### src/rtl/updown_sweep_ctrl_pkg.sv
// Shared definitions for the up/down counter sweep sequencer: state encodings
// and counter direction values.
package updown_sweep_ctrl_pkg;

    typedef enum logic [1:0] {
        ST_IDLE = 2'd0,
        ST_UP   = 2'd1,
        ST_DOWN = 2'd2,
        ST_DONE = 2'd3
    } state_t;

    localparam logic DIR_UP   = 1'b0;
    localparam logic DIR_DOWN = 1'b1;

    function automatic logic is_counting(input state_t s);
        return (s == ST_UP) || (s == ST_DOWN);
    endfunction

endpackage

### src/rtl/updown_sweep_ctrl_tracker.sv
// Shadow model of the counter: predicts q from the sequencer state and flags
// any cycle in which the real counter disagrees while a sweep is running.
module updown_sweep_ctrl_tracker
    import updown_sweep_ctrl_pkg::*;
#(
    parameter int CNT_W = 2
) (
    input  logic             clk,
    input  logic             reset,
    input  state_t           state,
    input  logic [CNT_W-1:0] q,
    output logic             mismatch
);

    localparam logic [CNT_W-1:0] ONE = 1;

    logic [CNT_W-1:0] shadow;

    // Outside a sweep the counter is held cleared, so the shadow parks at zero.
    always_ff @(posedge clk) begin
        if (reset) begin
            shadow <= '0;
        end else begin
            case (state)
                ST_UP:   shadow <= shadow + ONE;
                ST_DOWN: shadow <= shadow - ONE;
                default: shadow <= '0;
            endcase
        end
    end

    assign mismatch = is_counting(state) && (q != shadow);

endmodule

### src/rtl/updown_sweep_ctrl.sv
// Sequencer driving an external up/down counter through a requested number of
// triangle sweeps, with completion pulse, progress count and sticky fault flag.
module updown_sweep_ctrl
    import updown_sweep_ctrl_pkg::*;
#(
    parameter int CNT_W   = 2,
    parameter int SWEEP_W = 4
) (
    input  logic               clk,
    input  logic               reset,
    input  logic               start,
    input  logic               abort,
    input  logic [SWEEP_W-1:0] n_sweeps,
    input  logic [CNT_W-1:0]   q,
    output logic               x,
    output logic               cnt_clr,
    output logic               busy,
    output logic               done,
    output logic [SWEEP_W-1:0] sweep_cnt,
    output logic               fault
);

    localparam logic [CNT_W-1:0]   Q_MAX  = '1;
    localparam logic [CNT_W-1:0]   Q_ONE  = 1;
    localparam logic [CNT_W-1:0]   Q_TURN = Q_MAX - Q_ONE;
    localparam logic [SWEEP_W-1:0] S_ONE  = 1;

    state_t             state;
    state_t             state_nxt;
    logic [SWEEP_W-1:0] n_latched;
    logic               mismatch;
    logic               accept;
    logic               sweep_end;

    updown_sweep_ctrl_tracker #(.CNT_W(CNT_W)) u_tracker (
        .clk      (clk),
        .reset    (reset),
        .state    (state),
        .q        (q),
        .mismatch (mismatch)
    );

    assign accept    = (state == ST_IDLE) && start && !abort;
    assign sweep_end = (state == ST_DOWN) && !abort && !mismatch && (q == Q_ONE);

    // Turn at MAX-1 so x is already DOWN on the cycle the counter reaches MAX.
    always_comb begin
        state_nxt = state;
        case (state)
            ST_IDLE: begin
                if (accept) state_nxt = (n_sweeps == '0) ? ST_DONE : ST_UP;
            end
            ST_UP: begin
                if (abort || mismatch) state_nxt = ST_IDLE;
                else if (q == Q_TURN)  state_nxt = ST_DOWN;
            end
            ST_DOWN: begin
                if (abort || mismatch) state_nxt = ST_IDLE;
                else if (sweep_end)    state_nxt = (sweep_cnt + S_ONE == n_latched) ? ST_DONE : ST_UP;
            end
            default: state_nxt = ST_IDLE;
        endcase
    end

    always_comb begin
        x       = DIR_UP;
        cnt_clr = 1'b1;
        busy    = 1'b0;
        done    = 1'b0;
        case (state)
            ST_UP: begin
                cnt_clr = 1'b0;
                busy    = 1'b1;
            end
            ST_DOWN: begin
                x       = DIR_DOWN;
                cnt_clr = 1'b0;
                busy    = 1'b1;
            end
            ST_DONE: done = 1'b1;
            default: ;
        endcase
    end

    // Abort outranks fault capture; a zero-sweep request only clears the fault.
    always_ff @(posedge clk) begin
        if (reset) begin
            state     <= ST_IDLE;
            n_latched <= '0;
            sweep_cnt <= '0;
            fault     <= 1'b0;
        end else begin
            state <= state_nxt;
            if (accept) begin
                fault <= 1'b0;
                if (n_sweeps != '0) begin
                    n_latched <= n_sweeps;
                    sweep_cnt <= '0;
                end
            end
            if (mismatch && !abort) fault <= 1'b1;
            if (sweep_end) sweep_cnt <= sweep_cnt + S_ONE;
        end
    end

endmodule
### config.mk
export PLATFORM = sky130hd
export DESIGN_NAME = updown_sweep_ctrl
export DESIGN_NICKNAME = d
export VERILOG_FILES = /design/src/rtl/updown_sweep_ctrl_pkg.sv /design/src/rtl/updown_sweep_ctrl_tracker.sv /design/src/rtl/updown_sweep_ctrl.sv
export SDC_FILE = /design/constraint.sdc
export NUM_CORES = 1
export LEC_CHECK = 0
export CAP_MARGIN = 20
export CORE_MARGIN = 10
export CORE_UTILIZATION = 51
export CTS_BUF_LIST = sky130_fd_sc_hd__clkbuf_16
export DETAILED_ROUTE_END_ITERATION = 6
export PLACE_DENSITY = 0.89
export SLEW_MARGIN = 25
export SYNTH_ARGS = -nofsm -noshare
export SYNTH_HDL_FRONTEND = slang
export SYNTH_HIERARCHICAL = 1
export SYNTH_SLANG_ARGS = --single-unit
### constraint.sdc
create_clock -name clk -period 3.3 [get_ports clk]
set_input_delay 0.99 -clock clk [delete_from_list [all_inputs] [get_ports clk]]
set_output_delay 0.99 -clock clk [all_outputs]
set_load 0.05 [all_outputs]
---- Word-level counts from Yosys, hierarchy flattened ----
Cells that the tools add are included.
word-level totals
  bits of input ports ..................... 10
  flip-flop bits (word level) ............. 13
  output and inout port bits .............. 9
operators by class
  equality and inequality tests ........... 10
  $add $sub $neg .......................... 3
  mux-type cells .......................... 18
  reduce and logical (&&, ||, !) cells .... 21
operator list
  cell                                                                count
  2-bit 2-to-1 mux                                                    7
  4-bit 2-to-1 mux                                                    3
  1-bit logical AND                                                   7
  2-bit == test, second input constant                                3
  1-bit 2-to-1 mux                                                    6
  2-bit case mux with 3 select lines                                  1
  2-bit nonzero test                                                  3
  4-bit by 1-bit adder with 4-bit output, second input constant       1
  2-bit by 1-bit == test with 1-bit output, second input constant     2
  4-bit == test                                                       1
  4-bit logical NOT                                                   1
  2-bit case mux with 2 select lines                                  1
  2-bit AND reduction                                                 2
  4-bit nonzero test                                                  1
  3-bit by 2-bit != test with 1-bit output, second input constant     1
  3-bit != test, second input constant                                1
  3-bit AND reduction                                                 1
  2-bit by 1-bit adder with 2-bit output, second input constant       1
  1-bit logical NOT                                                   2
  2-bit logical NOT                                                   1
  1-bit logical OR                                                    2
  2-bit != test                                                       1
  2-bit != test, second input constant                                1
  2-bit OR reduction                                                  1
  2-bit by 1-bit subtractor with 2-bit output, second input constant  1

---- Longest topological paths before layout ----
Gate-level depths: netlist (run 1).
  depth after elaboration ................. 9
  mapped depth ............................ 8

---- Modules after synthesis ----
The synthesis (run 1) kept the hierarchy.
by module, submodules not included
  module                     cells an instance  instances  sequential area each (µm²)  area each (µm²)
  updown_sweep_ctrl          81                 1          220.2                       669.4
  updown_sweep_ctrl_tracker  10                 1          40.0                        116.4

---- Least setup slack after synthesis (run 1) ----
No wires, ideal clock.
  kind .................................... reg-to-output
  from .................................... register state[0]
  to ...................................... output port cnt_clr
  stages on the path, launching flop included .. 4
  setup slack ............................. 0.974 ns
  arrival ................................. 1.336 ns
  data required time ...................... 2.310 ns
  buffers on the path ..................... 0
  cell sequence ........................... dfxtp_1 inv_1 ha_1 inv_1
on the way
  word-level cells in the longest chain between the ends .. 3
  elaborated cells on any way between the ends .. 4
  those cells by class .................... eq/ne: 2; mux: 1; reduce/logical: 1
ends and longest elaborated chain
  what                                                                       RTL line                 text
  start: declaration                                                         updown_sweep_ctrl.sv:28  state_t state;
  start signal: assignment                                                   updown_sweep_ctrl.sv:93  state <= state_nxt;
  2-bit == test or 2-bit by 1-bit == test with 1-bit output (tied branches)  updown_sweep_ctrl.sv:70  case (state)
  2-bit OR reduction (no source line) (*)                                    -
  1-bit 2-to-1 mux (*)                                                       updown_sweep_ctrl.sv:70
  end: declaration                                                           updown_sweep_ctrl.sv:16  output logic cnt_clr,
Every way passes the cells marked *; elsewhere a longest branch is shown, timed or not.

---- Worst setup path in the final report (run 1) ----
Same ends and word-level chain as after synthesis.

==> qor.csv, run 1 <==
metric;value;unit
status;complete, no violations;
Pre-antenna DRT Iters;4;
Max IR drop VDD;0.7226;mV
total gr overflow;0;
initial DRC count;23;
hold crit path type;register to register;
clock slew at reported path FFs;50;ps
CP Launch Type;register;
top-area cell type share of the netlist area;33.12;%
clock sinks;13;
row count;14;
final setup violation count;0;
Hold Slack;485.4;ps
endpoints failing hold;0;
Clock Tree Buf Depth;2;
DR WL/cell;15.02;um
Synth top cells by count;dfxtp_1, a21oi_1, nor2_1, o21ai_0, ha_1;
CORE AREA;1489;um^2
multi-input logic area;503.0;um^2
worst clock skew;2.930;ps
Post-Route Setup TNS;0;ps
DIE WIDTH;59.25;um
multiplexer area fraction after synthesis;0;%
Post-DP HPWL;1.471;mm
fin nets;130;
CTS tree;built;
crit path time final;2913;ps
Flop pwr share;25.4;%
Syn Area/Cell;8.635;um^2
antenna viol nets, final;0;
Mapped Nets;107;
Starting Density;52.77;%
synth-to-layout area growth;35.99;%
cts hold-fix bufs;0;
area share of fa/ha/maj cells after synthesis;9.554;%
Post-synth ARST share;0;%
Met3 Wirelength;139;um
Slew Limit Fails;0;
unique cell type count in the Yosys netlist;27;
largest net degree at the start of global routing;16;
sequential-to-total area share from yosys stat;33.12;%
main flop type after synthesis;dfxtp_1;
Worst EP required;2310;ps
DRC;0;
synth warn;6;
DR vias/cell;5.814;
gr usage total;11.98;%
post-CTS sizing;0;
WL met1;796;um
Psw;0.3479;mW
initial antenna violation count;0;
Root Driver;clkbuf_16;
number of synthesized flops with an enable pin;0;
switching share of power;40.06;%
Fillers;115;
Pint;0.5204;mW
Syn Inst Count;91;
vias in the first global route;803;
largest cells by area after synthesis;dfxtp_1, ha_1, a21oi_1;
register area;260.3;um^2
CP arrival;1920;ps
first-pass GRT wire length;3.305;mm
placed insts;125;
later-pin clock latency in the skew report;240;ps
top-count cell post-synth;dfxtp_1;
via count;750;
Worst setup EP type;output port;
Lkg Pwr;0.4220;nW
die extent in y;59.25;um
PD cells;812.5;nW/um^2
clock share of power;26.1;%
n_diodes;0;
drt total wl;1.937;mm
Compound-Gate Fraction of Synth Area;16.40;%
max-cap violations;0;
WL met2;963;um
simple-gate share of the synthesized area;26.27;%
Final GP Congestion;0.8177;
CP max FO;5;
Comb pwr share;48.5;%
Finished Layout Cells;129;
Max H-tree Level;1;
share of layout cells above drive strength 1;8.850;%
post-synthesis register bit count;13;
largest family of logic cells by synthesized area;simple AND/OR/NAND/NOR gates;
RSZ-0062 raised after global routing;no;
top routing layer used;met4;
Post-CTS Setup Repair Bufs;0;
crit path kind;register to output port;
Die Area;3511;um^2
# port buffers;18;
largest area contributor in the netlist;dfxtp_1;
Post-Synth XOR/XNOR Area;11.78;%
CTS Buf Count;3;
Synth Cell Area;785.8;um^2
period utilisation layout;88.27;%
Ports;19;
Least-Margin Pin Slew;503.6;ps
Max transition margin;66.32;%
FMAX;0.3433;GHz
-- per-layer routing --
layer,GRT usage (%),vias up
met5,0,-
met4,6.557,0
met3,5.794,7
met2,20.65,32
met1,11.33,349
li1,-,362
-- cell usage in the layout (no fill, tap or decap) --
master	n
a21oi_1	11
a22oi_1	2
and2_1	1
and2b_2	1
and3b_2	1
buf_4	1
clkbuf_16	3
clkdlybuf4s50_1	18
dfxtp_1	13
ha_1	6
inv_1	6
nand2_1	4
nand2b_1	2
nand3_1	2
nand3b_1	3
nand4b_1	1
nor2_1	8
nor2_2	1
nor3_1	4
nor3_2	1
nor3b_2	1
nor4_4	1
o21ai_0	8
o21ai_1	2
o31a_1	1
or3_1	2
xnor2_1	5
xnor3_1	1
xor2_1	3
-- path summary, 6_finish.rpt --
path,from,to,slack [ps],depth (start not counted)
worst max-delay path,state[0]$_SDFFE_PP0P_,cnt_clr,390,4
worst min-delay path,fault$_SDFFE_PP0P_,fault$_SDFFE_PP0P_,490,2
worst max register to register,state[0]$_SDFFE_PP0P_,sweep_cnt[2]$_SDFFE_PP0P_,1290,8
worst min register to register,fault$_SDFFE_PP0P_,fault$_SDFFE_PP0P_,490,2
-- sequential cells by signal (all words and copies together) (netlist names) --
register / flops
u_tracker/shadow: 2
n_latched: 4
state: 2
sweep_cnt: 4
fault: 1
-- worst max-delay path: stages (launching register included) --
cell and delay [ps]:
dfxtp_1 420, inv_1 100, ha_1 310, inv_1 50, clkdlybuf4s50_1 800
-- layout make-up --
cell class                      instances  area share, %
Multi-Input combinational cell         72          47.07
Sequential cell                        13          24.36
Timing Repair Buffer                   19          17.56
Clock buffer                            3          7.026
Tap cell                               16          1.874
Inverter                                5          1.756
Clock inverter                          1         0.3513
-- power groups by stage --
stage	Combinational (mW)	Sequential, mW	Clock, mW
final	0.421	0.220	0.227
after global routing	0.457	0.224	0.237
after CTS	0.422	0.220	0.228
after detailed placement	0.418	0.223	0
after global placement	0.406	0.221	0
after floorplan	0.293	0.234	0
-- logic make-up after synthesis --
kind of cell,count (synthesis)
buf+inv,6
simple gates,33
compound gates,24
flops,13
xor+xnor,9
fa+ha+maj,6
-- metrics by stage --
step           utilization, %  power, mW  worst slack [ps]  instance area [um^2]
2_1_floorplan               -     0.5274             974.5                 785.8
3_3_place_gp            66.47     0.6272             581.1                 989.7
3_5_place_dp            66.47     0.6406             494.9                 989.7
4_1_cts                 71.76     0.8699             390.9                  1069
5_1_grt                 71.76     0.9183             340.4                  1069
6_report                71.76     0.8682             387.0                  1069
No activity file was read; power rests on OpenSTA's default activity.
==> run 2: changes to the inputs <==
--- a/config.mk
+++ b/config.mk
@@ -6,9 +6,10 @@
 export NUM_CORES = 1
 export LEC_CHECK = 0
 export CAP_MARGIN = 20
-export CORE_MARGIN = 10
+export CORE_MARGIN = 3
 export CORE_UTILIZATION = 51
 export CTS_BUF_LIST = sky130_fd_sc_hd__clkbuf_16
+export CTS_CLUSTER_SIZE = 8
 export DETAILED_ROUTE_END_ITERATION = 6
 export PLACE_DENSITY = 0.89
 export SLEW_MARGIN = 25
==> constraint.sdc (replaced) <==
create_clock -name clk -period 3.3 [get_ports clk]
set_input_delay 0.99 -clock clk [delete_from_list [all_inputs] [get_ports clk]]
set_output_delay 0.99 -clock clk [all_outputs]
set_load 0.02 [all_outputs]
==> run 2 against run 1 <==
Design area shrank 0.82%. Via count shrank 1.2%. Worst hold slack gained 4.1 ps. Worst setup slack gained 210 ps. Final cell count shrank 1.6%. First-iteration DRC count shrank 43%. Die area shrank 42%. Flip-flop and latch count is the same. Largest cell class unchanged. Largest power group unchanged.
==> qor.csv, run 2 (same netlist as run 1, synthesis figures left out) <==
metric;value;unit;change
status;complete, no violations;;
Max H-tree Level;1;;unchanged
Starting Density;57.51;%;+4.7 points
Final GP Congestion;0.8207;;+0.37%
largest net degree at the start of global routing;16;;unchanged
clock sinks;13;;unchanged
DRC;0;;unchanged
top routing layer used;met4;;
crit path time final;2705;ps;-207.6 ps
hold crit path type;register to register;;
Lkg Pwr;0.4172;nW;-1.1%
first-pass GRT wire length;3.146;mm;-4.8%
endpoints failing hold;0;;unchanged
hold_sp;n_latched[3]$_SDFFE_PP0P_;;
crit-path cells;inv_1 -> ha_1 -> inv_1 -> clkdlybuf4s50_1;;
worst clock skew;5.283;ps;+2.354 ps
Die Area;2048;um^2;-42%
CTS tree;built;;
via count;741;;-1.2%
PD cells;752.9;nW/um^2;-7.3%
Fillers;112;;-2.6%
Worst setup EP type;output port;;
Least-Margin Pin Slew;544.8;ps;+41.20 ps
Post-DP HPWL;1.342;mm;-8.7%
DIE WIDTH;45.25;um;-24%
total power;0.7979;mW;-8.1%
biggest regs;n_latched: 4 flops, sweep_cnt: 4 flops;;
Root Driver;clkbuf_16;;
Met3 Wirelength;105;um;-24%
critical path's slowest cell;clkdlybuf4s50_1;;
register area;260.3;um^2;unchanged
row count;13;;-1
DR vias/cell;5.835;;+0.36%
Clock Tree Buf Depth;2;;unchanged
Slew Limit Fails;0;;unchanged
Max transition margin;63.56;%;-2.8 points
final setup violation count;0;;unchanged
antenna viol nets, final;0;;unchanged
total gr overflow;0;;unchanged
commonest non-fill, non-tap cell in the layout;clkdlybuf4s50_1;;
CP max FO;5;;unchanged
CP Launch Type;register;;
initial antenna violation count;0;;unchanged
FF-to-FF Start;state[0]$_SDFFE_PP0P_;;
CORE AREA;1366;um^2;-8.2%
Ports;19;;unchanged
CP arrival;1720;ps;-200 ps
synth-to-layout area growth;34.87;%;
DR WL/cell;14.69;um;-2.1%
fin nets;129;;-0.77%
multi-input logic area;503.0;um^2;unchanged
flop-to-flop setup slack;1290;ps;about the same
share of layout cells above drive strength 1;8.036;%;-0.81 points
max-cap violations;0;;unchanged
Post-Route Setup TNS;0;ps;unchanged
die extent in y;45.25;um;-24%
worst slack at placement;476.1;ps;-18.88 ps
most frequent cells in the layout;clkdlybuf4s50_1, dfxtp_1, a21oi_1;;
post-CTS sizing;0;;unchanged
crit path kind;register to output port;;
Cells on Worst Hold Path;2;;unchanged
drt total wl;1.866;mm;-3.7%
capturing point of the worst reg2reg path;sweep_cnt[3]$_SDFFE_PP0P_;;
placed insts;123;;-1.6%
Hold Path Sink;n_latched[3]$_SDFFE_PP0P_;;
Post-CTS Setup Repair Bufs;0;;unchanged
slowest stage delay, CP;590;ps;-210 ps
R2R cell count;8;;unchanged
Critical Path Most Common Cell;inv_1;;
Max IR drop VDD;0.8230;mV;+14%
period utilisation layout;81.98;%;-6.3 points
Worst EP required;2310;ps;about the same
CTS Buf Count;3;;unchanged
WL met1;805;um;+1.1%
Hold Slack;489.5;ps;+4.066 ps
gr usage total;21.94;%;+10 points
n_diodes;0;;unchanged
clock slew at reported path FFs;50;ps;about the same
Pre-antenna DRT Iters;4;;unchanged
final worst slack;594.6;ps;+207.6 ps
initial DRC count;13;;-43%
FMAX;0.3696;GHz;+7.7%
# port buffers;18;;unchanged
Finished Layout Cells;127;;-1.6%
later-pin clock latency in the skew report;240;ps;about the same
WL met2;912;um;-5.3%
vias in the first global route;755;;-6.0%
cts hold-fix bufs;0;;unchanged
RSZ-0062 raised after global routing;no;;
[run 2: cell types whose count changed in the layout (fill, tap and decap cells not counted), sizes merged]
| cell | previous run | this run |
|---|---|---|
| buf | 1 | 0 |
[run 2: final cells by class]
| class | instances | area share (%) |
|---|---|---|
| multi-input cells | 72 | 47.46 |
| flip-flops and latches | 13 | 24.56 |
| repair buffers | 18 | 17.00 |
| clock buffers | 3 | 7.084 |
| inverters | 5 | 1.771 |
| well taps | 15 | 1.771 |
| clock inverters | 1 | 0.3542 |
[run 2: report_power, final]
part	leakage, nW	internal, mW	switching (mW)
Sequential	0.106	0.190	0.0313
Clock	0.0423	0.160	0.0663
Combinational	0.269	0.171	0.180
[run 2: metrics by stage]
stage | util (%) | area (um^2)
2_1_floorplan | - | 785.8
3_3_place_gp | 71.79 | 980.9
3_5_place_dp | 71.79 | 980.9
4_1_cts | 77.56 | 1060
5_1_grt | 77.56 | 1060
6_report | 77.56 | 1060
[run 2: routing by layer]
layer	global-route usage, %	vias to the layer above
li1	-	361
met1	26.27	355
met2	35.88	20
met3	5.976	5
met4	10.53	0
met5	0	-
[run 2: worst max path at each step]
stage	from	end	slack (ps)	cells past startpoint
2_1_floorplan	q[1]	sweep_cnt[3]$_SDFFE_PP0P_	1200	6
3_3_place_gp	q[1]	sweep_cnt[3]$_SDFFE_PP0P_	570	7
3_5_place_dp	q[1]	sweep_cnt[2]$_SDFFE_PP0P_	480	8
4_1_cts	state[0]$_SDFFE_PP0P_	cnt_clr	600	4
5_1_grt	q[0]	sweep_cnt[3]$_SDFFE_PP0P_	500	8
6_report	state[0]$_SDFFE_PP0P_	cnt_clr	590	4
[run 2: critical path: cells and delay by family, from the launching register on]
| family | cells | cell delay [ps] |
|---|---|---|
| buf+inv | 3 | 750 |
| flops | 1 | 410 |
| fa+ha+maj | 1 | 310 |
